## config.mk

```make
export PLATFORM = sky130hd
export DESIGN_NAME = ahbl_dma_copy
export DESIGN_NICKNAME = d
export VERILOG_FILES = /design/src/rtl/ahbl_dma_copy.sv
export SDC_FILE = /design/constraint.sdc
export NUM_CORES = 1
export LEC_CHECK = 0
export ABC_AREA = 1
export CORE_MARGIN = 2
export CORE_UTILIZATION = 40
export DETAILED_ROUTE_END_ITERATION = 8
export PLACE_DENSITY = 0.68
export REMOVE_ABC_BUFFERS = 1
export SYNTH_ARGS = -nofsm -noshare
export SYNTH_HDL_FRONTEND = slang
export SYNTH_SLANG_ARGS = --single-unit
```

## constraint.sdc

```tcl
create_clock -name HCLK -period 4.5 [get_ports HCLK]
set_input_delay 0.675 -clock HCLK [delete_from_list [all_inputs] [get_ports HCLK]]
set_output_delay 0.675 -clock HCLK [all_outputs]
set_load 0.01 [all_outputs]
```

## src/rtl/ahbl_dma_copy.sv

```systemverilog
// Single-channel AHB-Lite word copy engine: reads one word from src, writes it
// to dst, repeats len times with non-overlapped single transfers.
module ahbl_dma_copy (
  input  logic        HCLK,
  input  logic        HRESETn,
  input  logic        start,
  input  logic [31:0] src_addr,
  input  logic [31:0] dst_addr,
  input  logic [15:0] len,
  output logic        busy,
  output logic        done,
  output logic        err,
  output logic [31:0] HADDR,
  output logic [1:0]  HTRANS,
  output logic [2:0]  HSIZE,
  output logic        HWRITE,
  output logic [31:0] HWDATA,
  input  logic        HREADY,
  input  logic [31:0] HRDATA,
  input  logic        HRESP
);

  localparam int unsigned AW = 32;
  localparam int unsigned LW = 16;

  localparam logic [2:0] ST_IDLE = 3'd0;
  localparam logic [2:0] ST_RD_A = 3'd1;
  localparam logic [2:0] ST_RD_D = 3'd2;
  localparam logic [2:0] ST_WR_A = 3'd3;
  localparam logic [2:0] ST_WR_D = 3'd4;
  localparam logic [2:0] ST_DONE = 3'd5;

  localparam logic [1:0] TR_IDLE   = 2'b00;
  localparam logic [1:0] TR_NONSEQ = 2'b10;

  logic [2:0]    state_q, state_d;
  logic [AW-1:0] src_q, src_d;
  logic [AW-1:0] dst_q, dst_d;
  logic [LW-1:0] cnt_q, cnt_d;
  logic [31:0]   buf_q, buf_d;
  logic          err_q, err_d;
  logic [AW-1:0] haddr_q, haddr_d;
  logic [1:0]    htrans_q, htrans_d;
  logic          hwrite_q, hwrite_d;
  logic          busy_q, busy_d;
  logic          done_q, done_d;

  // Next-state and datapath updates
  always_comb begin
    state_d = state_q;
    src_d   = src_q;
    dst_d   = dst_q;
    cnt_d   = cnt_q;
    buf_d   = buf_q;
    err_d   = err_q;
    case (state_q)
      ST_IDLE: begin
        if (start) begin
          src_d   = src_addr & ~AW'(3);
          dst_d   = dst_addr & ~AW'(3);
          cnt_d   = len;
          err_d   = 1'b0;
          state_d = (len != LW'(0)) ? ST_RD_A : ST_DONE;
        end
      end
      ST_RD_A: if (HREADY) state_d = ST_RD_D;
      ST_RD_D: begin
        if (HRESP) begin
          err_d   = 1'b1;
          state_d = ST_DONE;
        end else if (HREADY) begin
          buf_d   = HRDATA;
          state_d = ST_WR_A;
        end
      end
      ST_WR_A: if (HREADY) state_d = ST_WR_D;
      ST_WR_D: begin
        if (HRESP) begin
          err_d   = 1'b1;
          state_d = ST_DONE;
        end else if (HREADY) begin
          src_d   = src_q + AW'(4);
          dst_d   = dst_q + AW'(4);
          cnt_d   = cnt_q - LW'(1);
          state_d = (cnt_q == LW'(1)) ? ST_DONE : ST_RD_A;
        end
      end
      ST_DONE: state_d = ST_IDLE;
      default: state_d = ST_IDLE;
    endcase
  end

  // Bus-facing outputs are decoded from the next state so they register in step with it
  always_comb begin
    htrans_d = TR_IDLE;
    hwrite_d = 1'b0;
    haddr_d  = haddr_q;
    busy_d   = (state_d != ST_IDLE);
    done_d   = (state_d == ST_DONE);
    if (state_d == ST_RD_A) begin
      htrans_d = TR_NONSEQ;
      haddr_d  = src_d;
    end else if (state_d == ST_WR_A) begin
      htrans_d = TR_NONSEQ;
      hwrite_d = 1'b1;
      haddr_d  = dst_d;
    end
  end

  always_ff @(posedge HCLK or negedge HRESETn) begin
    if (!HRESETn) begin
      state_q  <= ST_IDLE;
      src_q    <= '0;
      dst_q    <= '0;
      cnt_q    <= '0;
      buf_q    <= '0;
      err_q    <= 1'b0;
      haddr_q  <= '0;
      htrans_q <= TR_IDLE;
      hwrite_q <= 1'b0;
      busy_q   <= 1'b0;
      done_q   <= 1'b0;
    end else begin
      state_q  <= state_d;
      src_q    <= src_d;
      dst_q    <= dst_d;
      cnt_q    <= cnt_d;
      buf_q    <= buf_d;
      err_q    <= err_d;
      haddr_q  <= haddr_d;
      htrans_q <= htrans_d;
      hwrite_q <= hwrite_d;
      busy_q   <= busy_d;
      done_q   <= done_d;
    end
  end

  assign HADDR  = haddr_q;
  assign HTRANS = htrans_q;
  assign HWRITE = hwrite_q;
  assign HWDATA = buf_q;
  assign HSIZE  = 3'b010;
  assign busy   = busy_q;
  assign done   = done_q;
  assign err    = err_q;

endmodule
```

==> impl_metrics.tcl, run 1 <==
set metrics [dict create \
    grt_usage_pct 23.9 \
    synth_area_leader_cell "dfrtp_1" \
    period_share_pct 63.6 \
    p_leak_nw 5.03 \
    cts_tree "done" \
    cap_violations 0 \
    final_util_pct 53.0 \
    final_antenna_net_count 0 \
    grt_pass1_vias 7907 \
    setup_violations 0 \
    crit_arrival_ns 3.24 \
    crit_top_cell "nand2_1" \
    ctsRootBufferMaster "clkbuf_16" \
    start_util_pct 40.7 \
    skew_ns 0.0119 \
    clk_path_buf_depth 2 \
    io_buffers 181 \
    drc_errors 0 \
    synth_common_cells "nand2_1, dfrtp_1, nor2_1, inv_1, nand3_1" \
    clock-sinks 152 \
    post_cts_buffers 0 \
    tns_ns 0 \
    yosys.area.top_type_share_pct 44.4 \
    cts.repair.resized 0 \
    synth-edff-count 0 \
    synth_area_mm2 0.00856 \
    rsz0062_at_grt "false" \
    path_cells "nor2_4 > nand2_2 > nand2_1 > o31ai_1 > nand3_2 > nand2_1 > nor2_4 > nand2_1 > nand3_1" \
    vias 8274 \
    core_area_mm2 0.0210 \
    synth_top_family_by_area "simple AND/OR/NAND/NOR gates" \
    final_nets 1407 \
    path_max_fanout 33 \
    first_pass_iters 8 \
    drt-wirelength-per-cell_um 16.6 \
    dp_hpwl_mm 18.5 \
    row_count 53 \
    required_ns 4.88 \
    die_h_um 150 \
    synthToLayoutAreaGrowth_pct 30.2 \
    vias_per_cell 5.26 \
    seq_area_frac_synth_pct 44.4 \
    synth_mux_area_share_pct 4.21 \
    antenna_found_initial 0 \
    gp_congestion 0.906 \
    clock_latency_ns 0.44 \
    grt_pass1_wl_mm 41.8 \
    n_fill_cell 1972 \
    critical_path_class "reg2reg" \
    synth.distinct_cells 38 \
    synth-simple-area-share_pct 31.2 \
    yosysWarnings 0 \
    cts_made_buffers 17 \
    grt_max_degree 100 \
    synth_cells 1122 \
    max_stage_delay_ns 0.63 \
    ys_ff_latch 152 \
    synth_compound_area_share_pct 10.1 \
    tightestPinTransition_ns 0.940 \
    antenna_cells 0 \
    routed_wl_mm 26.1 \
    drt-initial-drc-count 688 \
    synth_ff_type "dfrtp_1" \
    p_total_mw 7.09 \
    cts-htree-levels 4 \
    ios 190 \
    drive_above_1_share_pct 7.47 \
    synth.most_common_cell "nand2_1" \
    crit_path_top_delay_cell "nor2_4" \
    dieArea_mm2 0.0226 \
    stdcell_count 1574 \
    hold_buffers 0 \
    max_freq_mhz 349 \
    min_path_type "in2async" \
    pre_cts_ws_ns 1.22 \
    async_reset_ff_share_pct 100 \
    status "complete, no violations" \
    crit_path_end_kind "flip-flop" \
    min_period_ns 2.86 \
    startpoint_type "flip-flop" \
    power_density_mw_per_mm2 636 \
    clkSlewWorstSetupHoldPaths_ns 0.08 \
    synthXorXnorAreaFrac_pct 1.64 \
    drv_slew 0 \
    setup_slack_ns 1.64 \
    die_w_um 150 \
    synth_area_per_cell_um2 7.63 \
    peakVddDrop_mv 0.367 \
    grt_overflow 0 \
    netlist_top_cells_area "dfrtp_1, nand2_1, nand3_1, nor2_1, a22oi_1" \
    hold_violations 0 \
    synth_adder_area_share_pct 0.585 \
    dp.cells 1542 \
    slew_headroom_pct 37.4 \
]
[state kept, by name, summed over array words and instances, names as in the netlist]
name	flops
src_q	32
state_q	3
cnt_q	16
done	1
HTRANS	1
err	1
HWRITE	1
HWDATA	32
dst_q	32
HADDR	32
busy	1
[critical path: cells and delay by family, from the launching register on]
family           cells  cell delay (ns)
AO/OA/AOI/OAI        1             0.12
flip-flops           1             0.47
AND/OR/NAND/NOR      8             2.21
[routing by layer]
metal | routed length (µm) | track usage (%) | vias up | share of wire (%)
li1 | - | - | 4028 | -
met1 | 11100 | 31.9 | 3936 | 42
met2 | 12600 | 38.8 | 279 | 48
met3 | 1950 | 5.27 | 31 | 7.5
met4 | 483 | 7.50 | 0 | 1.9
met5 | 0 | 0 | - | 0
[final timing paths]
path                       startpoint         end  slack, ns  depth (start not counted)
min                           HRESETn  HWDATA[22]       0.30                          1
max in group asynchronous     HRESETn   dst_q[18]       3.31                          2
max                        state_q[0]    HADDR[6]       1.64                          9
min in group HCLK            src_q[1]    src_q[1]       0.46                          2
max reg2reg                state_q[0]    HADDR[6]       1.64                          9
min reg2reg                  src_q[1]    src_q[1]       0.46                          2
[cell usage in the layout (no fill, tap or decap), types with 3 or more instances in the layout]
master,instances
nand2_1,360
clkbuf_16,17
clkdlybuf4s50_1,180
o211ai_1,9
nand3_1,94
nor2_4,5
nor2_2,3
nand4_1,26
inv_2,7
a31oi_1,3
ha_1,4
inv_6,3
nor3_1,20
nor2_1,103
a22oi_1,50
a21oi_1,19
nand2_4,3
mux2_2,32
inv_8,4
o21ai_0,48
conb_1,4
nand3b_1,7
buf_4,7
dfrtp_1,152
xor2_1,11
inv_1,98
xnor2_1,5
clkinv_8,5
[layout make-up]
type / instances / area, µm² / share of cell area (%)
inverter: 106 / 400 / 3.59
timing repair buffer: 189 / 1890 / 16.9
sequential: 152 / 3800 / 34.1
tap: 275 / 344 / 3.09
clock buffer: 17 / 425 / 3.82
clock inverter: 15 / 178 / 1.59
multi-input combinational: 820 / 4100 / 36.8
[stage by stage]
stage	area, µm²	hold slack (ns)
after floorplan	8310	0.379
after global placement	10500	0.444
after detailed placement	10500	0.450
after CTS	11100	0.361
after global routing	11100	0.391
final	11100	0.300
[cells by family (layout without fill, tap and decap cells)]
group	Yosys count	in the layout
xor+xnor	16	16
mux	32	32
other cells	2	4
simple gates	626	626
flops	152	152
compound gates	138	138
fa+ha+maj	4	4
buf+inv	152	327
[power by group]
part           switching [mW]  total, mW  internal [mW]
logic                    1.83       3.13           1.30
clock network           0.709       1.46          0.750
registers               0.541       2.49           1.95
total                    3.08       7.09           4.01
Power figures use the tool's default switching activity.
==> run 2: changes to the inputs <==
--- a/config.mk
+++ b/config.mk
@@ -9,7 +9,7 @@
 export CORE_MARGIN = 2
 export CORE_UTILIZATION = 40
 export DETAILED_ROUTE_END_ITERATION = 8
-export PLACE_DENSITY = 0.68
+export PLACE_DENSITY = 0.7
 export REMOVE_ABC_BUFFERS = 1
 export SYNTH_ARGS = -nofsm -noshare
 export SYNTH_HDL_FRONTEND = slang
==> constraint.sdc (replaced) <==
create_clock -name HCLK -period 2.6 [get_ports HCLK]
set_input_delay 0.39 -clock HCLK [delete_from_list [all_inputs] [get_ports HCLK]]
set_output_delay 0.39 -clock HCLK [all_outputs]
set_load 0.01 [all_outputs]
==> run 2 against run 1 <==
- sequential share of layout area is 0.81 points lower
- global-route usage up 0.31 points
- final cell count up 1.8%
- die area stayed put
- clock-buffer cell count stayed put
- maximum frequency grew 17%
- critical path type unchanged
- largest cell class unchanged
==> impl_metrics.tcl, run 2 (synthesis results as in run 1) <==
set metrics [dict create \
    drv_slew 0 \
    cts_made_buffers 17 \
    p_total_mw 12.6 \
    layout_common_cells "nand2_1, clkdlybuf4s50_1, dfrtp_1" \
    final_antenna_net_count 0 \
    antenna_found_initial 1 \
    status "complete, no violations" \
    cts-htree-levels 4 \
    cap_violations 0 \
    final_common_cell "nand2_1" \
    clkSlewWorstSetupHoldPaths_ns 0.07 \
    multiInputGateArea_mm2 0.00410 \
    max_stage_delay_ns 0.49 \
    grt_usage_pct 24.2 \
    tns_ns 0 \
    vias_per_cell 5.21 \
    io_buffers 181 \
    ios 190 \
    cts_tree "done" \
    p_leak_nw 5.18 \
    rsz0062_at_grt "false" \
    row_count 53 \
    grt_max_degree 65 \
    grt_pass1_vias 8194 \
    cts.repair.resized 0 \
    tightestPinTransition_ns 0.903 \
    n_fill_cell 1933 \
    hold_buffers 1 \
    dp_hpwl_mm 19.2 \
    slew_headroom_pct 39.6 \
    worstPathBufferInverterCount 2 \
    hold_violations 0 \
    first_pass_iters 5 \
    max_freq_mhz 407 \
    drt-initial-drc-count 990 \
    synthToLayoutAreaGrowth_pct 33.3 \
    peakVddDrop_mv 0.595 \
    core_area_mm2 0.0210 \
    skew_ns 0.0159 \
    clk_path_buf_depth 2 \
    crit_top_cell "nand2_1" \
    startpoint_type "flip-flop" \
    crit_arrival_ns 2.78 \
    routed_wl_mm 26.2 \
    path_max_fanout 17 \
    period_share_pct 94.5 \
    critical_path_class "reg2reg" \
    start_util_pct 40.7 \
    ctsRootBufferMaster "clkbuf_16" \
    path_cells "nor2_4 > nand2_2 > inv_2 > nand2_1 > nand2_1 > inv_1 > nand2_1 > nand3_1 > nand2_1 > nand3_1" \
    die_w_um 150 \
    whs_ns 0.463 \
    clock_latency_ns 0.44 \
    drc_errors 0 \
    regArea_mm2 0.00380 \
    final_nets 1435 \
    power_density_mw_per_mm2 1100 \
    vias 8353 \
    crit_path_top_delay_cell "dfrtp_1" \
    clock-sinks 152 \
    grt_overflow 0 \
    die_h_um 150 \
    setup_violations 0 \
    dieArea_mm2 0.0226 \
    min_path_type "reg2reg" \
    gp_congestion 0.905 \
    required_ns 2.92 \
    crit_path_end_kind "flip-flop" \
    post_cts_buffers 0 \
    drt-wirelength-per-cell_um 16.4 \
    min_period_ns 2.46 \
    drive_above_1_share_pct 9.34 \
    grt_pass1_wl_mm 42.5 \
    crit_family "simple AND/OR/NAND/NOR gates" \
]
[run 2: cell count changes in the layout (fill, tap and decap cells not counted), sizes merged]
| cell | change |
|---|---|
| clkinv | -4 |
| buf | +27 |
| clkinvlp | +1 |
| diode | +1 |
| inv | +3 |
| dlygate4sd3 | +1 |
[run 2: layout make-up]
cell class,instances,share of cell area (%)
clock inverters,15,1.50
flip-flops and latches,152,33.3
diodes,1,0.0219
multi-input cells,820,36.0
well taps,275,3.02
clock buffers,17,3.73
repair buffers,217,18.9
inverters,106,3.51
[run 2: per-layer routing]
layer | vias up | part of all wire, % | track usage, %
li1 | 4077 | - | -
met1 | 3942 | 43 | 32.0
met2 | 301 | 48 | 40.0
met3 | 33 | 7.2 | 5.09
met4 | 0 | 1.9 | 7.55
met5 | - | 0 | 0
[run 2: worst min-delay path, stage by stage, from the launching register on]
cell and delay (ns):
dfrtp_1 0.32, nand2_1 0.05, inv_1 0.06
[run 2: worst paths after layout]
path                            depth (start not counted)  slack (ns)          to  startpoint
min in group asynchronous                               2        0.52    cnt_q[4]     HRESETn
worst max-delay path                                   10        0.14    HADDR[3]  state_q[0]
worst min register to register                          2        0.46    dst_q[1]    dst_q[1]
worst min-delay path                                    2        0.46    dst_q[1]    dst_q[1]
worst max register to register                         10        0.14    HADDR[3]  state_q[0]
max in group asynchronous                               3        1.30  HWDATA[15]     HRESETn
[run 2: report_power, final]
part / total, mW / internal, mW / switching, mW
clock network: 2.50 / 1.30 / 1.20
logic: 5.76 / 2.47 / 3.29
registers: 4.32 / 3.38 / 0.939
[run 2: metrics by stage]
step                instances  utilization [%]  worst slack, ns  cell area (µm²)
floorplan                1078                -          -0.0647             8310
global placement         1569             51.4           0.0767            10800
detailed placement       1569             51.4           0.0306            10800
CTS                      1602             54.3            0.213            11400
global route             1603             54.3         0.000587            11400
finish                   1603             54.3            0.143            11400
